$ cat src/rtl/stall_ctrl.sv
// rtl/stall_ctrl.sv - D-stage hazard detection, stall/bubble control, forward selects and stall counter
//
// Ports:
//   clk, rst_n                 core clock, asynchronous active-low reset
//   d_rs, d_rt                 source registers of the instruction in D
//   d_tuse_rs, d_tuse_rt       cycles until D needs each source (3 = not used)
//   d_we, d_wa, d_tnew         GPR write info of the D instruction (Tnew as it enters E)
//   stall, pc_en, d_en, e_clr  pipeline hold / bubble controls
//   fwd_rs_sel, fwd_rt_sel     D-stage operand source: 0 GPR, 1 E, 2 M, 3 W
//   stall_cnt                  saturating count of stalled cycles since reset
module stall_ctrl #(
    parameter int CNT_W      = 32,
    parameter bit ZERO_GUARD = 1'b1
) (
    input  logic             clk,
    input  logic             rst_n,
    input  logic [4:0]       d_rs,
    input  logic [4:0]       d_rt,
    input  logic [1:0]       d_tuse_rs,
    input  logic [1:0]       d_tuse_rt,
    input  logic             d_we,
    input  logic [4:0]       d_wa,
    input  logic [1:0]       d_tnew,
    output logic             stall,
    output logic             pc_en,
    output logic             d_en,
    output logic             e_clr,
    output logic [1:0]       fwd_rs_sel,
    output logic [1:0]       fwd_rt_sel,
    output logic [CNT_W-1:0] stall_cnt
);

    typedef struct packed {
        logic       v;
        logic [4:0] wa;
        logic [1:0] tnew;
    } slot_t;

    localparam logic [1:0] SEL_GPR = 2'd0;
    localparam logic [1:0] SEL_E   = 2'd1;
    localparam logic [1:0] SEL_M   = 2'd2;
    localparam logic [1:0] SEL_W   = 2'd3;

    slot_t slot_e, slot_m, slot_w;

    // Youngest producer of register r: {hit, stage code, remaining tnew}.
    function automatic logic [4:0] resolve(input logic [4:0] r, input slot_t se,
                                           input slot_t sm, input slot_t sw);
        logic ok;
        ok = !ZERO_GUARD || (r != 5'd0);
        if (ok && se.v && se.wa == r)
            return {1'b1, SEL_E, se.tnew};
        else if (ok && sm.v && sm.wa == r)
            return {1'b1, SEL_M, sm.tnew};
        else if (ok && sw.v && sw.wa == r)
            return {1'b1, SEL_W, sw.tnew};
        else
            return {1'b0, SEL_GPR, 2'd0};
    endfunction

    function automatic slot_t age(input slot_t s);
        slot_t o;
        o      = s;
        o.tnew = (s.tnew == 2'd0) ? 2'd0 : s.tnew - 2'd1;
        return o;
    endfunction

    logic [4:0] rs_res, rt_res;
    logic       rs_haz, rt_haz;

    assign rs_res = resolve(d_rs, slot_e, slot_m, slot_w);
    assign rt_res = resolve(d_rt, slot_e, slot_m, slot_w);

    assign rs_haz = rs_res[4] && (rs_res[1:0] > d_tuse_rs);
    assign rt_haz = rt_res[4] && (rt_res[1:0] > d_tuse_rt);

    assign stall = rs_haz | rt_haz;
    assign pc_en = ~stall;
    assign d_en  = ~stall;
    assign e_clr = stall;

    // A ready producer is only forwarded when D actually advances this cycle.
    assign fwd_rs_sel = (!stall && rs_res[4] && rs_res[1:0] == 2'd0) ? rs_res[3:2] : SEL_GPR;
    assign fwd_rt_sel = (!stall && rt_res[4] && rt_res[1:0] == 2'd0) ? rt_res[3:2] : SEL_GPR;

    slot_t d_slot;
    always_comb begin
        d_slot      = '0;
        d_slot.v    = d_we && ((d_wa != 5'd0) || !ZERO_GUARD);
        d_slot.wa   = d_wa;
        d_slot.tnew = d_tnew;
    end

    always_ff @(posedge clk or negedge rst_n) begin
        if (!rst_n) begin
            slot_e    <= '0;
            slot_m    <= '0;
            slot_w    <= '0;
            stall_cnt <= '0;
        end else begin
            slot_w <= age(slot_m);
            slot_m <= age(slot_e);
            slot_e <= stall ? slot_t'(0) : d_slot;
            if (stall && stall_cnt != {CNT_W{1'b1}})
                stall_cnt <= stall_cnt + CNT_W'(1);
        end
    end

endmodule

$ cat config.mk
export PLATFORM = sky130hd
export DESIGN_NAME = stall_ctrl
export DESIGN_NICKNAME = d
export VERILOG_FILES = /design/src/rtl/stall_ctrl.sv
export SDC_FILE = /design/constraint.sdc
export NUM_CORES = 1
export LEC_CHECK = 0
export CAP_MARGIN = 20
export CORE_AREA = 8 8 93 95
export DETAILED_ROUTE_END_ITERATION = 16
export DIE_AREA = 0 0 101 103
export DONT_BUFFER_PORTS = 1
export GPL_ROUTABILITY_DRIVEN = 0
export PLACE_DENSITY = 0.66
export RECOVER_POWER = 50
export SETUP_SLACK_MARGIN = 0.5
export SLEW_MARGIN = 20
export SYNTH_ARGS = -nofsm -noshare
export SYNTH_HDL_FRONTEND = slang
export SYNTH_SLANG_ARGS = --single-unit
$ cat constraint.sdc
create_clock -name clk -period 3 [get_ports clk]
set_clock_uncertainty 0.05 [all_clocks]
set_input_delay 0.15 -clock clk [delete_from_list [all_inputs] [get_ports clk]]
set_output_delay 0.15 -clock clk [all_outputs]
set_load 0.02 [all_outputs]
==> results summary, run 1 <==
The capturing element type of the critical path is an output port. 0 antenna diodes ended up in the layout. The global-route wire length before repair is 11500 um. The count of flip-flops with a built-in enable after synthesis came out at 0. Counting every sink on the clock net gives 56. The floorplan die height is 103 um. The Yosys warning count came out at 0.

In this run the worst path has a maximum fanout of 9. The relative slew slack came out at 0.0891. The clock-pin slew reported for the worst setup and hold paths after clock tree synthesis is 0.10 ns. The detail-routed net length per standard cell is 16.9 um. The number of instances in the synthesized netlist came out at 270. The arrival time reported for the critical path endpoint came out at 3.14 ns. The worst setup path is launched from a flip-flop.

The netlist uses 43 different library cells. After global routing the overflow that remains totals 0. The slowest stage of the critical path is the sky130_fd_sc_hd__dfrtp_1 cell.

The area share of the largest cell type after synthesis is 0.470. The post-synthesis async set-or-reset flop share came out at 1.00. The tightest hold margin is 0.0386 ns. The count of routing violations after the opening detailed-route iteration is 45. The total instance count after detailed placement is 385. The fraction of final layout cells with drive strength greater than 1 came out at 0.273. The most area-hungry cell type in the Yosys netlist is sky130_fd_sc_hd__dfrtp_1. The critical hold path startpoint is d_wa[4]. The number of endpoints with negative hold slack in the final report came out at 0.

At the later pin of the worst-skew pair, clock insertion delay measures 0.31 ns. By startpoint and endpoint, the worst setup path is classified as reg -> out. The I/O pin total is 64. The via count came out at 2185. The core region area is 7140 um2. The filler cell count came out at 627. The initial antenna violation count came to 0. The worst setup slack before clock tree synthesis is -0.185 ns. The final cell count without fillers came out at 421. The number of nets still failing antenna checks after routing came out at 0. The final setup violation count came out at 39. The post-synth net total is 299. The minimum period implied by the final worst setup slack came out at 3.34 ns. For this design the static power due to leakage is 1.71 nW. For this run, the post-layout net count is 350.

The deepest clock path buffer count came out at 2. The critical path goes through buf_6 > xnor2_2 > nand4_1 > nor4_4 > buf_4 > a21o_1 > a31oi_1 > or2_1 > ha_4 > inv_1 > a21oi_2 > a21oi_2 > o31ai_4 > and2_4 > buf_4 > buf_12 > buf_8. Of the total power, registers draw 0.576.

The share of total power dissipated in combinational logic is 0.136. The total clock buffers created by CTS is 5. Of the synthesized area, sequential elements account for 0.470. For this run, the total global-route usage over all layers was measured as 0.142. The residual DRC count is 0. The worst hold path belongs to the class in -> reg. The count of standard-cell rows came out at 31.

The fraction of the cycle the final worst path needs is 1.11. TritonCTS built the clock tree. After synthesis the netlist holds a flip-flop and latch count of 56. The die covers 10400 um2. The max-slew violation count came to 0. The area growth from synthesis to layout came out at 28.6%. The number of max-capacitance violations reported came out at 0.

The switching power came out at 0.403 mW. The setup slack of the critical path after layout is -0.339 ns. The data required time of the critical path is 2.80 ns. Summing internal, switching and leakage power gives 1.48 mW.

The startpoint of the worst setup timing path is slot_m[4]. The area of the mapped netlist came out at 2980 um2. The reg-to-reg setup timing slack came out at -0.20 ns.

The maximum operating frequency came out at 300 MHz. For this configuration, the core starts out at a cell density of 0.418. Before antenna repair, the detailed router went through 4 iterations.

The clock network fraction of total power came out at 0.289. The die span in x came out at 101 um. The worst-case IR drop observed on VDD is 0.199 mV. The maximum number of pins on one net before global-route repair came out at 57. After synthesis, the mean cell area works out to 11.0 um2.

Summing all multi-input logic gate instances after layout gives 1750 um2. The flow ran to the end, but the final reports show violations. The half-perimeter wire length after detailed placement is 5280 um. The net switching fraction of the power came out at 0.271.

In this design, the stage delay of the slowest critical-path cell is 0.42 ns. The H-tree was split into 2 levels. The beginning of the worst register-to-register path is slot_m[4]. The ratio of routed vias to standard cells came out at 5.19. In this run the clock root is driven by a sky130_fd_sc_hd__clkbuf_8.

The via count of the first global-routing pass came out at 2271. The quantity of I/O buffers inserted on ports is 0. The checks that failed: setup timing.

The transition time of the tightest slew-check pin is 1.37 ns. Setup repair after global routing could not meet its margin everywhere. For this block, the routed nets add up to 7120 um of wire. The power density of the placed cells is 387 nW/um2. Sorting the synthesized cells by area gives the leading types as sky130_fd_sc_hd__dfrtp_1 47%, sky130_fd_sc_hd__xnor2_1 13%, sky130_fd_sc_hd__xor2_1 4.7%. Among all flip-flop cells after synthesis, the most frequent one is sky130_fd_sc_hd__dfrtp_1. The internal power consumption is 1.08 mW.

The storage element area came out at 1400 um2.
-- flip-flops by register name, summed over array words and instances (netlist names) --
register,count
stall_cnt,32
slot_m,8
slot_w,8
slot_e,8
-- through the flow --
step	utilization	instance area [um2]	setup TNS, ns
after floorplan	-	3100	-0.341
after global placement	0.472	3370	-1.50
after detailed placement	0.472	3370	-3.10
after CTS	0.522	3720	-8.03
after global routing	0.538	3840	-14.07
final	0.538	3840	-5.80
-- cells by family (layout without fill, tap and decap cells) --
| family | after synthesis | after routing | share of synthesized area |
|---|---|---|---|
| buffers and inverters | 14 | 66 | 0.0239 |
| DFF | 56 | 56 | 0.470 |
| and+or+nand+nor | 114 | 114 | 0.243 |
| adders and majority gates | 5 | 5 | 0.0210 |
| muxes | 3 | 3 | 0.0109 |
| xor gates and xnor gates | 61 | 61 | 0.179 |
| AOI/OAI and AO/OA | 17 | 17 | 0.0520 |
-- routing by layer --
metal / up-vias / wire length (um) / GRT usage
li1: 1061 / - / -
met1: 1068 / 2930 / 0.165
met2: 50 / 3610 / 0.243
met3: 6 / 518 / 0.0527
met4: 0 / 61 / 0.0344
met5: - / 0 / 0
-- power groups by stage --
stage                     logic, mW  clock network, mW  registers (mW)
after floorplan               0.126                  0           0.856
final                         0.201              0.429           0.854
after global routing          0.222              0.471           0.863
after detailed placement      0.154                  0           0.871
after global placement        0.150                  0           0.870
after CTS                     0.198              0.442           0.855
-- layout by cell type, fill, tap and decap left out, drive strengths merged, types with 11 or more instances in the layout --
master  count
dfrtp      56
xnor2      45
buf        40
nand4      20
nand2      17
xor2       16
and3       14
nor2       14
nand3      11
-- critical path, delay by kind of cell, from the launching register on --
family | cells | cell delay, ns
and+or+nand+nor | 4 | 0.81
adders and majority gates | 1 | 0.16
xor gates and xnor gates | 1 | 0.14
AOI/OAI and AO/OA | 5 | 0.47
DFF | 1 | 0.42
buffers and inverters | 6 | 0.81
-- worst paths after layout --
| path | end | cells after the start |
|---|---|---|
| worst max-delay path | d_en | 17 |
| worst min-delay path | slot_e[7] | 2 |
| worst max register to register | stall_cnt[23] | 18 |
| worst min register to register | slot_m[7] | 0 |
| max in group asynchronous | stall_cnt[4] | 2 |
| min in group asynchronous | stall_cnt[19] | 2 |
-- synth_stat cells (2+ instances only) --
| master | count |
|---|---|
| sky130_fd_sc_hd__dfrtp_1 | 56 |
| sky130_fd_sc_hd__xnor2_1 | 45 |
| sky130_fd_sc_hd__nand4_1 | 20 |
| sky130_fd_sc_hd__nand2_1 | 17 |
| sky130_fd_sc_hd__xor2_1 | 16 |
| sky130_fd_sc_hd__and3_1 | 14 |
| sky130_fd_sc_hd__nor2_1 | 12 |
| sky130_fd_sc_hd__nand3_1 | 11 |
| sky130_fd_sc_hd__inv_1 | 7 |
| sky130_fd_sc_hd__a21oi_1 | 6 |
| sky130_fd_sc_hd__and2_1 | 6 |
| sky130_fd_sc_hd__nor3_1 | 6 |
| sky130_fd_sc_hd__nor4_1 | 6 |
| sky130_fd_sc_hd__ha_1 | 5 |
| sky130_fd_sc_hd__and4_1 | 4 |
| sky130_fd_sc_hd__buf_2 | 3 |
| sky130_fd_sc_hd__nor4b_2 | 3 |
| sky130_fd_sc_hd__buf_4 | 2 |
| sky130_fd_sc_hd__nor2_4 | 2 |
| sky130_fd_sc_hd__nor3_2 | 2 |
| sky130_fd_sc_hd__nor3b_1 | 2 |
| sky130_fd_sc_hd__nor4_4 | 2 |
| sky130_fd_sc_hd__o31ai_4 | 2 |
| sky130_fd_sc_hd__or4_4 | 2 |
-- what timing repair did --
| action | 4_1_cts | 5_1_grt |
|---|---|---|
| setup endpoints to repair | 48 | 48 |
| buffers inserted | 15 | 3 |
| hold buffers | 10 | 0 |
| resized for setup | 8 | 17 |
| endpoints found under the hold margin | 64 | 0 |
| pin swaps | 10 | 14 |
-- cell type report --
type | count | share of cell area
repair buffers | 50 | 0.113
multi-input cells | 200 | 0.455
clock buffers | 7 | 0.0225
inverters | 8 | 0.00978
clock inverters | 1 | 0.00196
flip-flops and latches | 56 | 0.365
well taps | 99 | 0.0323
(Power assumes the default switching activity.)
==> run 2: changes to the inputs <==
--- a/config.mk
+++ b/config.mk
@@ -11,7 +11,6 @@
 export DIE_AREA = 0 0 101 103
 export DONT_BUFFER_PORTS = 1
 export GPL_ROUTABILITY_DRIVEN = 0
-export PLACE_DENSITY = 0.66
 export RECOVER_POWER = 50
 export SETUP_SLACK_MARGIN = 0.5
 export SLEW_MARGIN = 20
==> run 2 against run 1 <==
Net effect:
- the flow still finishes with violations (setup timing)
- via count increased by 2.2%
- utilization increased by 3.1 points
- worst hold slack improved by 0.011 ns
- sequential share of layout area decreased by 2.0 points
- cell count increased by 1.2%
- setup slack improved by 0.032 ns
- routed wire length increased by 4.1%
==> results summary, run 2 (synthesized netlist as in run 1, its figures left out) <==
The fraction of final layout cells with drive strength greater than 1 is 0.321. The number of endpoints with negative hold slack in the final report came out at 0. The worst-skew pair later-pin latency came out at 0.31 ns. The area growth from synthesis to layout came out at 36.2%. Based on the critical path, the design can be clocked at up to 302 MHz. The number of max-capacitance violations reported came out at 0.

The storage element area came out at 1400 um2. After detailed routing, the number of vias per cell comes to 5.24. Setup repair after global routing could not meet its margin everywhere.

After filler insertion, the fill cell instance count of the layout stands at 641. The setup slack of the critical path after layout came out at -0.307 ns. The checks that failed: setup timing. The worst setup path is of the reg -> out kind.

The count of routing violations after the opening detailed-route iteration is 40. The final route contains 2234 vias. The half-perimeter wire length after detailed placement is 5200 um. The fraction of the cycle the final worst path needs is 1.10. The floorplan die height is 103 um. In this run the static leakage power is 1.77 nW. The power density of the placed cells came out at 407 nW/um2.

The register with the most flip-flops in the final layout is stall_cnt. The area of the multi-input gates came out at 1800 um2. The capturing element type of the critical path is an output port.

After clock tree synthesis, the clock-pin slew on the worst setup and hold paths is 0.11 ns. The maximum level of the CTS H-tree is 2. The register with the most flip-flops in the layout has 32 of them. The quantity of I/O buffers inserted on ports is 0. For this block, the routed nets add up to 7410 um of wire. The arrival time reported for the critical path endpoint is 3.11 ns. The final setup violation count is 40.

The number of sinks handled by clock tree synthesis came out at 56. Of all nets on the critical path, the largest fanout is 9. The number of nets still failing antenna checks after routing is 0.

Entering global routing, the biggest net connects 57 pins. The startpoint of the worst setup timing path is slot_m[3]. The antenna cell count came out at 0. The core region is 7140 um2. Subtracting the final worst setup slack from the clock period gives 3.31 ns. The global-route usage over all layers came out at 0.147. In this run the horizontal extent of the chip is 101 um.

The initial antenna violation count came out at 0. The relative slew slack is 0.0787. The reg-to-reg setup timing slack came out at -0.24 ns. Summed over all layers, the global routing overflow is 0.

The min-delay analysis places its worst path in the category in -> reg. TritonCTS built the clock tree. The area enclosed by the die boundary came out at 10400 um2.

Across the VDD grid, the largest voltage drop is 0.222 mV. Along the worst hold path, the cell count comes to 2. STA classifies the critical path startpoint as a flip-flop. Pin placement for this block handled 64 I/O pins. The starting density of the core came out at 0.418. The tightest hold margin is 0.0492 ns. Leaving out fill and tap cells, the most frequent cells in the layout are 56 x sky130_fd_sc_hd__dfrtp_1, 42 x sky130_fd_sc_hd__xnor2_1, 28 x sky130_fd_sc_hd__buf_4, 20 x sky130_fd_sc_hd__nand4_1, 15 x sky130_fd_sc_hd__xor2_1.

After detailed routing, the average wire length per cell comes to 17.4 um. The transition time of the tightest slew-check pin is 1.38 ns. The count of standard-cell rows is 31. The final-stage net count came out at 355. For this run, design rule violations remaining after detail routing come to 0. The worst hold path begins at d_wa[4]. TritonCTS created 5 clock buffers. The global-route wire length before repair came out at 12200 um. Clock tree synthesis selected as its root buffer the cell sky130_fd_sc_hd__clkbuf_8. The data required time of the critical path is 2.80 ns.

The leading cell type in the layout, fill and taps excluded is sky130_fd_sc_hd__dfrtp_1. Counting cells, the worst reg-to-reg path comes to 17. The max-slew violation count came out at 0.

The count of TritonRoute iterations in the first routing pass is 4. The worst register-to-register path begins at slot_m[2]. The via count of the first global-routing pass was 2441. Measured on the finished design, the core utilization comes to 0.569. The deepest clock path buffer count came out at 2.

The run finished, with violations left.
-- run 2: changes by cell type in the layout (fill, tap and decap cells not counted), sizes merged --
cell	change
clkinvlp	-1
clkbuf	-1
inv	+1
bufinv	+2
buf	+4
-- run 2: worst paths after layout --
| kind | endpoint |
|---|---|
| max in group asynchronous | slot_e[1] |
| max reg2reg | stall_cnt[11] |
| min reg2reg | slot_m[7] |
| max | d_en |
| min in group asynchronous | slot_e[4] |
| min | slot_e[7] |
-- run 2: critical path, cell delays in order, from the launching register on --
cell and delay, ns:
sky130_fd_sc_hd__dfrtp_1 0.43, sky130_fd_sc_hd__xor2_1 0.24, sky130_fd_sc_hd__nor4_4 0.09, sky130_fd_sc_hd__buf_4 0.15, sky130_fd_sc_hd__buf_4 0.13, sky130_fd_sc_hd__a221oi_2 0.31
sky130_fd_sc_hd__nor2_1 0.09, sky130_fd_sc_hd__ha_1 0.35, sky130_fd_sc_hd__buf_4 0.16, sky130_fd_sc_hd__a21oi_4 0.13, sky130_fd_sc_hd__o31ai_4 0.09, sky130_fd_sc_hd__and2_4 0.20
sky130_fd_sc_hd__buf_4 0.14, sky130_fd_sc_hd__buf_12 0.14, sky130_fd_sc_hd__buf_8 0.14
-- run 2: where the power goes --
part	internal [mW]	switching, mW	total (mW)
Sequential	0.788	0.0663	0.855
Clock	0.336	0.247	0.584
Combinational	0.115	0.100	0.216
Total	1.24	0.414	1.65
-- run 2: metrics by stage --
stage	power (mW)	setup WS, ns	instances	cell area [um2]	TNS, ns
floorplan	0.982	-0.0520	270	3100	-0.341
global placement	1.02	-0.144	385	3370	-2.49
detailed placement	1.03	-0.176	385	3370	-3.49
CTS	1.67	-0.330	415	3840	-8.72
global route	1.73	-0.559	426	4060	-17.04
finish	1.65	-0.307	426	4060	-7.38
-- run 2: layout make-up --
cell class	count	area share
Clock buffer	5	0.0169
Clock inverter	3	0.0169
Inverter	8	0.00924
Multi-Input combinational cell	200	0.442
Sequential cell	56	0.345
Tap cell	99	0.0305
Timing Repair Buffer	55	0.139
-- run 2: timing repair --
action,4_1_cts,5_1_grt
hold endpoints to repair,64,0
gates cloned,1,1
endpoints found under the setup margin,48,48
buffers inserted,11,10
hold buffers,10,0
gates resized for setup,18,27
pin swaps,11,20
-- run 2: routing by layer --
| metal | GRT usage | vias to the layer above | part of all wire |
|---|---|---|---|
| met1 | 0.165 | 1113 | 0.40 |
| met3 | 0.0513 | 6 | 0.071 |
| met5 | 0 | - | 0 |
| met4 | 0.0355 | 0 | 0.0088 |
| li1 | - | 1070 | - |
| met2 | 0.261 | 45 | 0.52 |
